[src/rtl/debouncer_multi.sv]
// Multi-channel input debouncer. Each channel has its own synchroniser and counter.
// clean_state moves to a new level only after the synchronised input has held that level for STABLE_CYCLES clocks.
module debouncer_multi #(
  parameter int   CHANNELS      = 4,
  parameter int   STABLE_CYCLES = 300_000_000,
  parameter int   CNT_W         = $clog2(STABLE_CYCLES + 1),
  parameter int   SYNC_STAGES   = 2,
  parameter logic RESET_LEVEL   = 1'b0
) (
  input  logic                clk,
  input  logic                rst,
  input  logic [CHANNELS-1:0] raw_in,
  output logic [CHANNELS-1:0] clean_state,
  output logic [CHANNELS-1:0] rise_pulse,
  output logic [CHANNELS-1:0] fall_pulse,
  output logic [CHANNELS-1:0] pending
);

  localparam logic [CNT_W-1:0] CNT_LAST = CNT_W'(STABLE_CYCLES - 1);

  genvar gi;
  generate
    for (gi = 0; gi < CHANNELS; gi++) begin : g_ch
      logic [SYNC_STAGES-1:0] sync_q, sync_d;
      logic [CNT_W-1:0]       cnt_q, cnt_d;
      logic                   clean_q, clean_d;
      logic                   rise_q, rise_d;
      logic                   fall_q, fall_d;
      logic                   sync_bit;

      // Oldest synchroniser stage is the only view of the raw input used downstream.
      assign sync_bit = sync_q[SYNC_STAGES-1];

      always_comb begin
        sync_d  = {sync_q[SYNC_STAGES-2:0], raw_in[gi]};
        cnt_d   = cnt_q;
        clean_d = clean_q;
        rise_d  = 1'b0;
        fall_d  = 1'b0;
        if (sync_bit == clean_q) begin
          cnt_d = '0;
        end else if (cnt_q == CNT_LAST) begin
          clean_d = sync_bit;
          cnt_d   = '0;
          rise_d  = sync_bit;
          fall_d  = ~sync_bit;
        end else begin
          cnt_d = cnt_q + CNT_W'(1);
        end
      end

      always_ff @(posedge clk) begin
        if (rst) begin
          sync_q  <= {SYNC_STAGES{RESET_LEVEL}};
          cnt_q   <= '0;
          clean_q <= RESET_LEVEL;
          rise_q  <= 1'b0;
          fall_q  <= 1'b0;
        end else begin
          sync_q  <= sync_d;
          cnt_q   <= cnt_d;
          clean_q <= clean_d;
          rise_q  <= rise_d;
          fall_q  <= fall_d;
        end
      end

      assign clean_state[gi] = clean_q;
      assign rise_pulse[gi]  = rise_q;
      assign fall_pulse[gi]  = fall_q;
      assign pending[gi]     = sync_bit ^ clean_q;
    end
  endgenerate

endmodule

[config.mk]
export PLATFORM = sky130hd
export DESIGN_NAME = debouncer_multi
export DESIGN_NICKNAME = d
export VERILOG_FILES = /design/src/rtl/debouncer_multi.sv
export SDC_FILE = /design/constraint.sdc
export NUM_CORES = 1
export LEC_CHECK = 0
export CAP_MARGIN = 20
export CORE_ASPECT_RATIO = 0.5
export CORE_MARGIN = 1
export CORE_UTILIZATION = 65
export CTS_BUF_LIST = sky130_fd_sc_hd__clkbuf_2 sky130_fd_sc_hd__clkbuf_4 sky130_fd_sc_hd__clkbuf_8
export DETAILED_ROUTE_END_ITERATION = 7
export GPL_ROUTABILITY_DRIVEN = 0
export GPL_TIMING_DRIVEN = 0
export HOLD_SLACK_MARGIN = 0.02
export PLACE_DENSITY_LB_ADDON = 0.2
export SLEW_MARGIN = 40
export SYNTH_ARGS = -nofsm -noshare
export SYNTH_HDL_FRONTEND = slang
export SYNTH_SLANG_ARGS = --single-unit
[constraint.sdc]
create_clock -name clk -period 4.2 [get_ports clk]
set_input_delay 1.26 -clock clk [delete_from_list [all_inputs] [get_ports clk]]
set_output_delay 1.26 -clock clk [all_outputs]
set_load 0.02 [all_outputs]
* Word-level counts from Yosys, hierarchy flattened
Index checks and enable logic that the tools add are counted.
Operators by class: add/subtract/negate cells 4, eq/ne operators 8, bitwise operators 16, reductions and logical operators 12
Operators with widths (number):
- $add 29x1->29 const B | 4
- $eq 29x29->1 const B | 4
- $reduce_or 3->1 | 8
- $not 1->1 | 12
- $reduce_and 2->1 | 4
- $eq 1x1->1 | 4
- $xor 1x1->1 | 4
Storage, ports and cells: bits in registers 136, bits of input ports 6, output and inout port bits 16, word-level logic and storage cells 60

* Logic depth before layout (Yosys ltp)
depth in word-level cells 3, gate-level depth with buffers 9, depth with buffers taken out 6

* Worst setup path after synthesis
No wires, ideal clock.
path type input-to-reg, start input port rst, end register g_ch[3].cnt_q[24], library setup time 0.074 ns, arrival time 2.182 ns, data required time 4.126 ns, setup slack 1.944 ns, cell stages on the path 4, buffers on the path 1, path through clkbuf_1 -> nand2b_1 -> or4_1 -> o21ai_0
Between the ends: cells in the longest elaborated chain, start to end 1
Ends and longest elaborated chain:
- from (decl) | RTL line 11 | input logic rst,
- $reduce_or 3->1 (no line)
- to (signal assigned) | RTL line 61 | cnt_q <= cnt_d;
- to (decl) | RTL line 25 | logic [CNT_W-1:0] cnt_q, cnt_d;
No other way between the ends. A chain may end at the register's enable or synchronous reset.

* Worst setup path in the final report
start register g_ch[3].clean_q, end output port pending[3]
Between the ends: cells in the longest elaborated chain, start to end 1
Ends and longest elaborated chain:
- from (decl) | RTL line 26 | logic clean_q, clean_d;
- from (signal assigned) | RTL line 62 | clean_q <= clean_d;
- $xor 1x1->1 | RTL line 71 | assign pending[gi] = sync_bit ^ clean_q;
- to (decl) | RTL line 16 | output logic [CHANNELS-1:0] pending
No other way between the ends.

==> summary.md <==
| Metric | Value |
|---|---|
| Leading area contributor after synthesis | `dfxtp_1` |
| Site Rows | `24` |
| Final wirelength | `between 10 and 15 mm` |
| Clk Latency, worst-skew pair | `around 0.45 ns` |
| PostCTS Resize Cnt | `0` |
| Core area | `8980 um2` |
| Post-CTS setup buffers | `0` |
| Synth Flop Type | `dfxtp_1` |
| DRC viols | `0` |
| Antenna Violating Nets Remaining | `0` |
| Number of synthesized flops with an enable pin | `0` |
| Fmax | `0.329 GHz` |
| CP arrival | `around 1.8 ns` |
| Synth-to-layout area growth | `13.0%` |
| Clock root buffer | `clkbuf_8` |
| Clock skew | `roughly 0.0063 ns` |
| Yosys cell types | `52` |
| Yosys warning count | `0` |
| RSZ-0062 raised after global routing | `no` |
| Overall Global Routing Usage | `27.9%` |
| Setup CP Type | `reg -> out` |
| R2R Setup Slk | `slightly below 2 ns` |
| Commonest cells after routing, fill and taps aside | `136 x dfxtp_1, 125 x nor2_1, 68 x xor2_1` |
| First-pass DRT Iterations | `5` |
| Minimum clock period | `slightly above 3 ns` |
| Die width | `roughly 140 um` |
| Via count | `5164` |
| Maximum VDD drop | `roughly 0.00023 V` |
| Max Slew Vio Count | `0` |
| Max Cap Viol | `0` |
| Hold Buf Count CTS | `0` |
| Initial antenna violation count | `0` |
| Hold crit path type | `reg -> reg` |
| Pwr dens | `between 300 and 400 nW/um2` |
| CP endpoint kind | `output pin` |
| Sequential fraction of the synthesis area | `44.0%` |
| #FFs+latches synth | `between 100 and 150` |
| Power, Total | `2.52 mW` |
| # diodes | `0` |
| PortBufs | `21` |
| Post-Syn Area | `6190 um2` |
| Net Count, Synth | `just over 700` |
| Hold WS | `between 0.4 and 0.5 ns` |
| Number of global-route vias before repair | `approximately 4700` |
| Share of post-route cells with drive strength above 1 | `about a tenth` |
| Die Ht | `71 um` |
| Post-synthesis async set-or-reset flop share | `0%` |
| CP Data Required Time | `approximately 2.9 ns` |
| H-Tree Depth | `4` |
| Avg WL per Cell | `roughly 15 um` |
| Syn Area/Cell | `approximately 8.7 um2` |
| Slew headroom | `~52%` |
| Initial core utilization | `68.9%` |
| Clock slew at reported path FFs | `0.07 ns` |
| Hold Vio Cnt, Final | `0` |
| CTS buffer count | `17` |
| Vias per cell | `roughly 5.9` |
| CP Launch Type | `register` |
| Sink Count | `136` |
| Post-Syn Instances | `between 700 and 800` |
| Hpwl dp | `~9 mm` |
| Num ports | `22` |
| Final setup vio count | `0` |
| Clock Path Buffers | `2` |
| Final nets | `roughly 760` |
| Largest net degree at the start of global routing | `17` |
| Total congestion overflow | `0` |
| TNS Setup | `0 ns` |
| Die area | `a little under 10000 um2` |
| Initial DRC count | `363` |
| First-pass GRT wire length | `about 22 mm` |
| Synth area leaders | `dfxtp_1 44%, xor2_1 9.6%, nor2_1 7.6%` |
| Status | `finished clean` |
| Period Utilization, post-route | `around 72%` |
| Synth top area share | `between 40% and 50%` |
| CTS tree | `done` |
| Crit path max fanout | `5` |
| Commonest non-fill, non-tap cell in the layout | `dfxtp_1` |
| Worst Tran Pin Value | `approximately 0.71 ns` |
| Leak | `roughly 2.3 nW` |
## worst paths after layout
| check | to | cells past startpoint | from |
|---|---|---|---|
| hold reg to reg | g_ch[0].sync_q[1]$_SDFF_PP0_ | 1 | g_ch[0].sync_q[0]$_SDFF_PP0_ |
| setup / recovery | pending[3] | 2 | g_ch[3].clean_q$_SDFFE_PP0P_ |
| setup reg to reg | g_ch[0].cnt_q[1]$_SDFF_PP0_ | 9 | g_ch[0].cnt_q[0]$_SDFF_PP0_ |
| hold / removal | g_ch[0].sync_q[1]$_SDFF_PP0_ | 1 | g_ch[0].sync_q[0]$_SDFF_PP0_ |
## worst max-delay path, cell delays in order (launching register included)
cell and delay (ns):
dfxtp_1 0.41, xor2_1 0.27, clkdlybuf4s50_1 0.66
## per-layer routing
| layer | GRT usage (%) | share of wire (%) | vias up |
|---|---|---|---|
| met3 | 6.09 | 5.5 | 23 |
| met5 | 0 | 0 | - |
| li1 | - | - | 2536 |
| met4 | 12.3 | 1.6 | 0 |
| met2 | 43.7 | 46 | 155 |
| met1 | 37.3 | 47 | 2450 |
## power breakdown
group / switching (mW) / internal (mW) / total, mW
clock network: 0.512 / 0.673 / 1.18
registers: 0.00363 / 1.29 / 1.30
logic: 0.0213 / 0.0153 / 0.0366
## cell families after synthesis
logic type / after synthesis / synth area share [%]
xor+xnor: 92 / 13.0
mux: 5 / 0.849
flops: 136 / 44.0
fa+ha+maj: 4 / 0.809
compound gates: 42 / 4.35
simple gates: 385 / 32.7
buf+inv: 45 / 4.27
## cell usage after synthesis, types with 3 or more instances
master / instances
buf_6: 4
nor3_1: 19
inv_1: 13
nor3b_1: 4
nor4_1: 9
nand4_1: 40
and4_1: 7
nor2b_1: 12
ha_1: 4
clkbuf_1: 10
buf_2: 4
nor3_2: 3
a21oi_1: 13
xor2_1: 68
xnor2_1: 24
dfxtp_1: 136
and3_1: 22
mux2i_1: 3
nand2b_1: 6
or2_2: 4
nor4b_1: 9
o21ai_0: 11
nand3_1: 56
or3_1: 7
buf_4: 13
nand2_1: 45
or4_1: 5
nor2_1: 125
## sequential cells by signal (all words and copies together), names as in the netlist
register	cells
g_ch.cnt_q	116
g_ch.sync_q	8
g_ch.clean_q	4
g_ch.fall_q	4
g_ch.rise_q	4
## final cells by class
cell class	instances	area [um2]
Multi-Input combinational cell	528	3210
Timing Repair Buffer	21	210
Tap cell	117	146
Sequential cell	136	2720
Buffer	32	215
Clock buffer	19	262
Inverter	13	48.8
Clock inverter	13	176
Fill cell	613	1980
## metrics by stage
step | instances | util (%) | instance area, um2 | setup WS [ns]
after global placement | 847 | 72.9 | 6550 | 1.09
after CTS | 879 | 77.8 | 6980 | 1.15
final | 879 | 77.9 | 6990 | 1.16
after floorplan | 709 | - | 6190 | 1.94
after global routing | 879 | 77.9 | 6990 | 1.05
after detailed placement | 847 | 72.9 | 6550 | 1.03
Power figures use the tool's default switching activity.
